File: config.mk
export PLATFORM = sky130hd
export DESIGN_NAME = spike_rate_decoder
export DESIGN_NICKNAME = d
export VERILOG_FILES = /design/src/rtl/snn_pkg.sv /design/src/rtl/sat_counter.sv /design/src/rtl/spike_rate_decoder.sv
export SDC_FILE = /design/constraint.sdc
export NUM_CORES = 1
export LEC_CHECK = 0
export CORE_ASPECT_RATIO = 0.6
export CORE_MARGIN = 3
export CORE_UTILIZATION = 59
export DETAILED_ROUTE_END_ITERATION = 6
export HOLD_SLACK_MARGIN = 0.02
export PLACE_DENSITY = 0.85
export SETUP_SLACK_MARGIN = 0.3
export SLEW_MARGIN = 10
export SYNTH_ARGS = -nofsm -noshare
export SYNTH_HDL_FRONTEND = slang
export SYNTH_SLANG_ARGS = --single-unit
export TNS_END_PERCENT = 5
File: constraint.sdc
create_clock -name clk -period 12.3 [get_ports clk]
set_input_delay 2.46 -clock clk [delete_from_list [all_inputs] [get_ports clk]]
set_output_delay 2.46 -clock clk [all_outputs]
set_load 0.005 [all_outputs]
File: src/rtl/snn_pkg.sv
// Shared types and constants for the spike-path decoders.
// Provides the decoder state enum, default widths and the saturation ceiling helper.
package snn_pkg;

    typedef enum logic {
        IDLE  = 1'b0,
        COUNT = 1'b1
    } dec_state_t;

    localparam int DEF_WIN_W = 8;
    localparam int DEF_CNT_W = 8;
    localparam int DEF_ISI_W = 8;

    // Largest value an unsigned counter of the given width can hold.
    function automatic logic [31:0] sat_max(input int width);
        if (width >= 32) begin
            return 32'hFFFF_FFFF;
        end
        return (32'd1 << width) - 32'd1;
    endfunction

endpackage

File: src/rtl/sat_counter.sv
// Saturating up-counter: clear has priority over increment, the count sticks at all-ones.
// sat flags that the counter is at its ceiling and will not advance further.
module sat_counter
    import snn_pkg::*;
#(
    parameter int W = 8
) (
    input  logic         clk,
    input  logic         rst,
    input  logic         clr,
    input  logic         inc,
    output logic [W-1:0] q,
    output logic         sat
);

    localparam logic [W-1:0] MAX = W'(sat_max(W));

    assign sat = (q == MAX);

    always_ff @(posedge clk or posedge rst) begin
        if (rst) begin
            q <= '0;
        end else if (clr) begin
            q <= '0;
        end else if (inc && !sat) begin
            q <= q + 1'b1;
        end
    end

endmodule

File: src/rtl/spike_rate_decoder.sv
// Windowed spike-rate decoder with valid/ready result handshake.
// Optional inter-spike-interval measurement is built when ISI_MEASURE_EN is defined.
module spike_rate_decoder
    import snn_pkg::*;
#(
    parameter int WIN_W = DEF_WIN_W,
    parameter int CNT_W = DEF_CNT_W,
    parameter int ISI_W = DEF_ISI_W
) (
    input  logic             clk,
    input  logic             rst,
    input  logic             en,
    input  logic             spike_in,
    input  logic [WIN_W-1:0] win_len,
    output logic [CNT_W-1:0] rate_out,
    output logic             rate_valid,
    input  logic             rate_ready,
    output logic             rate_sat,
    output logic             overrun,
    output logic [ISI_W-1:0] isi_out,
    output logic             isi_valid
);

    localparam logic [CNT_W-1:0] CNT_MAX = CNT_W'(sat_max(CNT_W));

    dec_state_t state_reg, state_next;

    logic [WIN_W-1:0] win_cnt_reg;
    logic [WIN_W-1:0] len_reg;
    logic [WIN_W-1:0] cur_len;
    logic [WIN_W-1:0] last_idx;
    logic             win_start;
    logic             win_end;

    logic             cnt_clr;
    logic             cnt_inc;
    logic [CNT_W-1:0] cnt_q;
    logic             cnt_sat;
    logic [CNT_W-1:0] cnt_final;

    always_ff @(posedge clk or posedge rst) begin
        if (rst) begin
            state_reg <= IDLE;
        end else begin
            state_reg <= state_next;
        end
    end

    always_comb begin
        state_next = state_reg;
        case (state_reg)
            IDLE:    if (en)  state_next = COUNT;
            COUNT:   if (!en) state_next = IDLE;
            default: state_next = IDLE;
        endcase
    end

    // The first cycle of every window (including the IDLE->COUNT cycle) uses win_len live,
    // so back-to-back windows pick up a new length with no gap cycle.
    assign win_start = (state_reg == IDLE) || (win_cnt_reg == '0);
    assign cur_len   = win_start ? win_len : len_reg;
    assign last_idx  = (cur_len == '0) ? '0 : cur_len - 1'b1;
    assign win_end   = en && (win_cnt_reg == last_idx);

    always_ff @(posedge clk or posedge rst) begin
        if (rst) begin
            win_cnt_reg <= '0;
            len_reg     <= '0;
        end else begin
            if (!en || win_end) begin
                win_cnt_reg <= '0;
            end else begin
                win_cnt_reg <= win_cnt_reg + 1'b1;
            end
            if (en && win_start) begin
                len_reg <= win_len;
            end
        end
    end

    assign cnt_clr = !en || win_end;
    assign cnt_inc = en && spike_in;

    sat_counter #(.W(CNT_W)) u_spike_cnt (
        .clk (clk),
        .rst (rst),
        .clr (cnt_clr),
        .inc (cnt_inc),
        .q   (cnt_q),
        .sat (cnt_sat)
    );

    // A spike on the closing cycle of the window still belongs to that window.
    assign cnt_final = (spike_in && !cnt_sat) ? cnt_q + 1'b1 : cnt_q;

    always_ff @(posedge clk or posedge rst) begin
        if (rst) begin
            rate_out   <= '0;
            rate_sat   <= 1'b0;
            rate_valid <= 1'b0;
            overrun    <= 1'b0;
        end else begin
            overrun <= win_end && rate_valid && !rate_ready;
            if (win_end) begin
                rate_out   <= cnt_final;
                rate_sat   <= (cnt_final == CNT_MAX);
                rate_valid <= 1'b1;
            end else if (rate_ready) begin
                rate_valid <= 1'b0;
            end
        end
    end

`ifdef ISI_MEASURE_EN
    logic             armed_reg;
    logic             isi_clr;
    logic             isi_inc;
    logic [ISI_W-1:0] isi_q;
    logic             isi_sat;
    logic [ISI_W-1:0] isi_final;
    logic             isi_hit;

    // The counter holds cycles elapsed since the last spike minus one; the spike cycle adds the last.
    assign isi_clr   = !en || spike_in;
    assign isi_inc   = en && armed_reg;
    assign isi_final = isi_sat ? isi_q : isi_q + 1'b1;
    assign isi_hit   = en && spike_in && armed_reg;

    sat_counter #(.W(ISI_W)) u_isi_cnt (
        .clk (clk),
        .rst (rst),
        .clr (isi_clr),
        .inc (isi_inc),
        .q   (isi_q),
        .sat (isi_sat)
    );

    always_ff @(posedge clk or posedge rst) begin
        if (rst) begin
            armed_reg <= 1'b0;
            isi_out   <= '0;
            isi_valid <= 1'b0;
        end else begin
            armed_reg <= en && (armed_reg || spike_in);
            isi_valid <= isi_hit;
            if (isi_hit) begin
                isi_out <= isi_final;
            end
        end
    end
`else
    assign isi_out   = '0;
    assign isi_valid = 1'b0;
`endif

endmodule

# Word level (Yosys, flattened, before mapping)
# Index checks and enable logic that the tools add are counted.
totals:
  regBits: 36
  out_inout_bits: 20
  word_cells: 40
op_classes:
  n_addsub: 3
  eq_ne: 3
  mux: 9
  bitwise_logic: 1
  reduce_logical: 16
op_table:
  columns: ["operator", "count"]
  rows:
  - ["8-bit 2-to-1 mux", 6]
  - ["8-bit by 1-bit adder with 8-bit output (second input constant)", 2]
  - ["8-bit equality test (second input constant)", 2]
  - ["8-bit logical NOT", 2]
  - ["8-bit equality test", 1]
  - ["8-bit by 1-bit subtractor with 8-bit output (second input constant)", 1]
  - ["1-bit logical AND", 7]
  - ["2-bit nonzero test", 2]
  - ["1-bit logical NOT", 3]
  - ["1-bit 2-to-1 mux", 3]
  - ["1-bit logical OR", 2]
  - ["1-bit NOT", 1]

# Depth between registers and ports, before layout
logic_depth:
  ltp_word: 9
  mapped_depth: 17

# Cells and area by module
# From an unflattened synthesis, not the netlist that was laid out.
hier_totals:
  cells_unflattened: 244
  hier_area_um2: 2466.1
by_module_without_submodules:
  columns: ["module", "instances", "cells_each", "area_each_um2", "seq_area_each_um2"]
  rows:
  - ["spike_rate_decoder", 1, 196, 1974.4, 700.7]
  - ["sat_counter", 1, 48, 491.7, 200.2]

# Worst setup path before layout
# No wires, ideal clock.
synth_path:
  path_kind: "input to register"
  start: "input port win_len[0]"
  end: "register rate_sat"
  setup_ns: 0.128
  arrival_time_ns: 4.933
  required_time_ns: 12.172
  path_slack_ns: 7.240
  path_stages: 10
  n_path_buf: 0
  cell_sequence: "mux2i_1 ha_1 inv_1 or4_4 mux2_4 o221a_1 a21oi_2 nand4_4 nor4b_4 mux2_1"
synth_via:
  elab_chain_cells: 5
synth_rtl:
  columns: ["item", "line", "rtl"]
  rows:
  - ["from (decl)", "spike_rate_decoder.sv:14", "input logic [WIN_W-1:0] win_len,"]
  - ["8-bit 2-to-1 mux (*)", "spike_rate_decoder.sv:61", "assign cur_len = win_start ? win_len : len_reg;"]
  - ["8-bit by 1-bit subtractor with 8-bit output or 8-bit logical NOT (tied branches)", "spike_rate_decoder.sv:62", "assign last_idx = (cur_len == '0) ? '0 : cur_len - 1'b1;"]
  - ["8-bit 2-to-1 mux (*)", "spike_rate_decoder.sv:62", null]
  - ["8-bit equality test (*)", "spike_rate_decoder.sv:63", "assign win_end = en && (win_cnt_reg == last_idx);"]
  - ["1-bit logical AND (*)", "spike_rate_decoder.sv:63", null]
  - ["to (signal assigned)", "spike_rate_decoder.sv:106", "rate_sat <= (cnt_final == CNT_MAX);"]
  - ["to (decl)", "spike_rate_decoder.sv:18", "output logic rate_sat,"]
# Every way passes the cells marked *; elsewhere a longest branch is shown, timed or not.
# A chain may end at the register's enable or synchronous reset.

# Worst setup path after layout
# Ends and elaborated chain as after synthesis.

==> metrics.md <==
| Metric | Value |
|---|---|
| Setup bufs post-CTS | 0 |
| Post-route setup TNS | 0 ns |
| Sw Pwr | 0.0982 mW |
| Max-Cap Viols | 0 |
| Clock transition at the registers of the reported paths | 0.07 ns |
| DIE AREA | 4780 µm² |
| Delay of the slowest critical-path stage | 0.77 ns |
| Worst path cell trace | clkdlybuf4s50_1 -> mux2i_1 -> ha_1 -> inv_1 -> or4_4 -> mux2_4 -> o221a_1 -> a21oi_2 -> nand4_4 -> nor4b_4 -> mux2_1 |
| Share of flip-flops with an asynchronous set or reset | 100% |
| Status | finished, final reports clean |
| Fin nets | 276 |
| CP Class | in -> reg |
| Number of I/O port buffers | 23 |
| Initial antenna violation count | 0 |
| Register bit total from synthesis | 36 |
| Core ar. | 3740 µm² |
| HP Start | rate_sat |
| Most used DFF post-synth | dfrtp_1 |
| GRT Overall Usage | 22.5% |
| Post-DP Area | 2540 µm² |
| Clock power share | 28.0% |
| Gp weighted congestion | 0.882 |
| Sequential fraction of the synthesis area | 38.5% |
| # H-tree levels | 2 |
| Worst Setup EP | rate_sat |
| Worst VDD drop | 95.5 µV |
| Pin count of the biggest net entering global routing | 37 |
| HPWL after detailed placement | 3.75 mm |
| Via count | 1783 |
| IO Pins | 33 |
| Syn avg cell area | 9.91 µm² |
| Overflow after GRT | 0 |
| Critical path capture point type | register |
| Mapped cell area | 2340 µm² |
| Post-route antenna net violation count | 0 |
| Slowest CP cell | nor4b_4 |
| Combinational Power Share | 26.5% |
| Initial DRT Pass Iterations | 4 |
| Static Leak | 1.20 nW |
| Post-synth EDFFs | 0 |
| Final setup viols | 0 |
| Overall die height | 54.8 µm |
| Ys Warns | 0 |
| Cell Rows | 17 |
| Post-CTS Resized | 0 |
| Power Dens Cells | 119 nW/µm² |
| Clock tree root driver cell | clkbuf_8 |
| WHS | 0.499 ns |
| Period Utilization, post-route | 48.5% |
| Min-delay worst type | reg -> reg |
| Vias in the first global route | 1587 |
| DR iter-0 viols | 184 |
| CP bufs+invs | 2 |
| Final clock skew | 0.00521 ns |
| Starting Density | 62.5% |
| Post-route DRC | 0 |
| Critical R2R Launch | win_cnt_reg[0] |
| Layout area overhead | 12.7% |
| CP Data Arrival Time | 6.15 ns |
| WL final | 4.98 mm |
| RSZ-0062 raised after global routing | no |
| Setup crit start | win_len[0] |
| R2R Setup Slk | 6.69 ns |
| Chip Width | 87.3 µm |
| Filler cell count | 277 |
| Cells after synthesis | 236 |
| Routed wire per std cell | 16.3 µm |
| Count of cell types in the netlist | 50 |
| Sink Count | 36 |
| Worst slew pin tran | 1.14 ns |
| Fmax | 168 MHz |
| Worst reg-to-reg path cell count | 14 |
| Post-route cell area | 2640 µm² |
| CP Data Required Time | 12.48 ns |
| Critical path depth | 11 |
| Final number of hold-violating endpoints | 0 |
| Clock latency on the worst-skew pair | 0.29 ns |
| Switching Fraction | 31.4% |
| Slew headroom | 23.7% |
| First-pass GRT wire length | 7.94 mm |
| Reg2reg end | rate_sat |
| CTS tree | done |
| Layout Cells excl Fill | 306 |
| Post-layout min period | 5.97 ns |
| CP max FO | 11 |
| Cts hold-fix bufs | 0 |
| Delay-heaviest family, CP | simple AND/OR/NAND/NOR gates |
| Via/cell ratio | 5.83 |
| Clk buf depth | 2 |
| Ant diodes | 0 |
| Final Slew Violations | 0 |
| Placed Cells | 298 |
| Share of cells above drive strength 1 | 12.0% |
| Int Pwr | 0.215 mW |
| Sequential power share | 45.5% |
| TritonCTS Buffers | 5 |
| Critical Path Source Type | input port |
-- worst min-delay path by stage --
stage | endpoint | slack (ns) | depth (start not counted)
6_report | rate_sat | 0.50 | 1
5_1_grt | rate_sat | 0.54 | 1
4_1_cts | rate_sat | 0.50 | 1
3_5_place_dp | rate_sat | 0.49 | 1
3_3_place_gp | rate_valid | 0.48 | 1
2_1_floorplan | rate_sat | 0.48 | 1
-- synthesized netlist by cell type, types with 4 or more instances --
| cell | instances | share of area [%] |
|---|---|---|
| nand2_1 | 11 | 1.8 |
| buf_4 | 11 | 3.5 |
| nor2_1 | 33 | 5.3 |
| nand3_1 | 6 | 1.3 |
| xor2_1 | 10 | 3.7 |
| o21ai_0 | 5 | 1.1 |
| inv_1 | 18 | 2.9 |
| mux2_2 | 9 | 4.3 |
| ha_1 | 5 | 2.7 |
| xnor2_1 | 11 | 4.1 |
| mux2i_1 | 22 | 9.4 |
| dfrtp_1 | 36 | 39 |
| nand4_1 | 4 | 1.1 |
| and3_1 | 4 | 1.1 |
-- metal layers --
| metal | GRT usage, % | part of all wire (%) |
|---|---|---|
| met5 | 0 | 0 |
| met3 | 6.92 | 9.6 |
| met2 | 29.1 | 39 |
| met1 | 35.0 | 50 |
| met4 | 6.38 | 1.0 |
-- metrics by stage --
stage | setup slack [ns] | power [mW] | util [%]
floorplan | 7.24 | 0.199 | -
global placement | 6.20 | 0.224 | 68.0
detailed placement | 6.05 | 0.226 | 68.0
CTS | 6.36 | 0.314 | 70.5
global route | 6.14 | 0.330 | 70.5
finish | 6.33 | 0.313 | 70.5
-- placed cells by master (no fill, tap or decap), types with 4 or more instances in the layout --
| cell type | n |
|---|---|
| ha_1 | 5 |
| clkdlybuf4s50_1 | 23 |
| nand3_1 | 6 |
| mux2_2 | 9 |
| xnor2_1 | 11 |
| mux2i_1 | 22 |
| o21ai_0 | 5 |
| clkbuf_8 | 6 |
| dfrtp_1 | 36 |
| inv_1 | 18 |
| nand4_1 | 4 |
| nor2_1 | 33 |
| conb_1 | 9 |
| nand2_1 | 11 |
| xor2_1 | 10 |
| and3_1 | 4 |
-- final cells by class --
type                            instances  area, µm²  share of cell area (%)
Multi-Input combinational cell        173       1280                    48.5
Sequential cell                        36        901                    34.2
Timing Repair Buffer                   24        238                    9.01
Clock buffer                            6       82.6                    3.13
Inverter                               18       67.6                    2.56
Tap cell                               47       58.8                    2.23
Clock inverter                          2       10.0                   0.380
-- power groups by stage --
| stage | Clock (mW) | Sequential (mW) | Combinational (mW) |
|---|---|---|---|
| after floorplan | 0 | 0.142 | 0.0574 |
| after global placement | 0 | 0.143 | 0.0800 |
| after detailed placement | 0 | 0.144 | 0.0817 |
| after CTS | 0.0898 | 0.142 | 0.0823 |
| after global routing | 0.0957 | 0.144 | 0.0898 |
| final | 0.0877 | 0.142 | 0.0830 |
-- worst register-to-register path, delay by kind of cell, from the launching register on --
| family | cells | cell delay, ns |
|---|---|---|
| AO/OA/AOI/OAI | 3 | 1.30 |
| adder cells (fa/ha/maj) | 2 | 0.47 |
| buffers and inverters | 2 | 0.21 |
| flip-flops | 1 | 0.47 |
| multiplexers | 3 | 1.17 |
| AND/OR/NAND/NOR | 4 | 1.88 |
-- cell families after synthesis --
group	Yosys count	synth area share, %
xor gates and xnor gates	21	7.86
muxes	34	15.5
DFF	36	38.5
and+or+nand+nor	78	18.3
AOI/OAI and AO/OA	26	8.98
adders and majority gates	5	2.67
other	1	0.160
buffers and inverters	35	8.07
No activity file was read; power rests on OpenSTA's default activity.
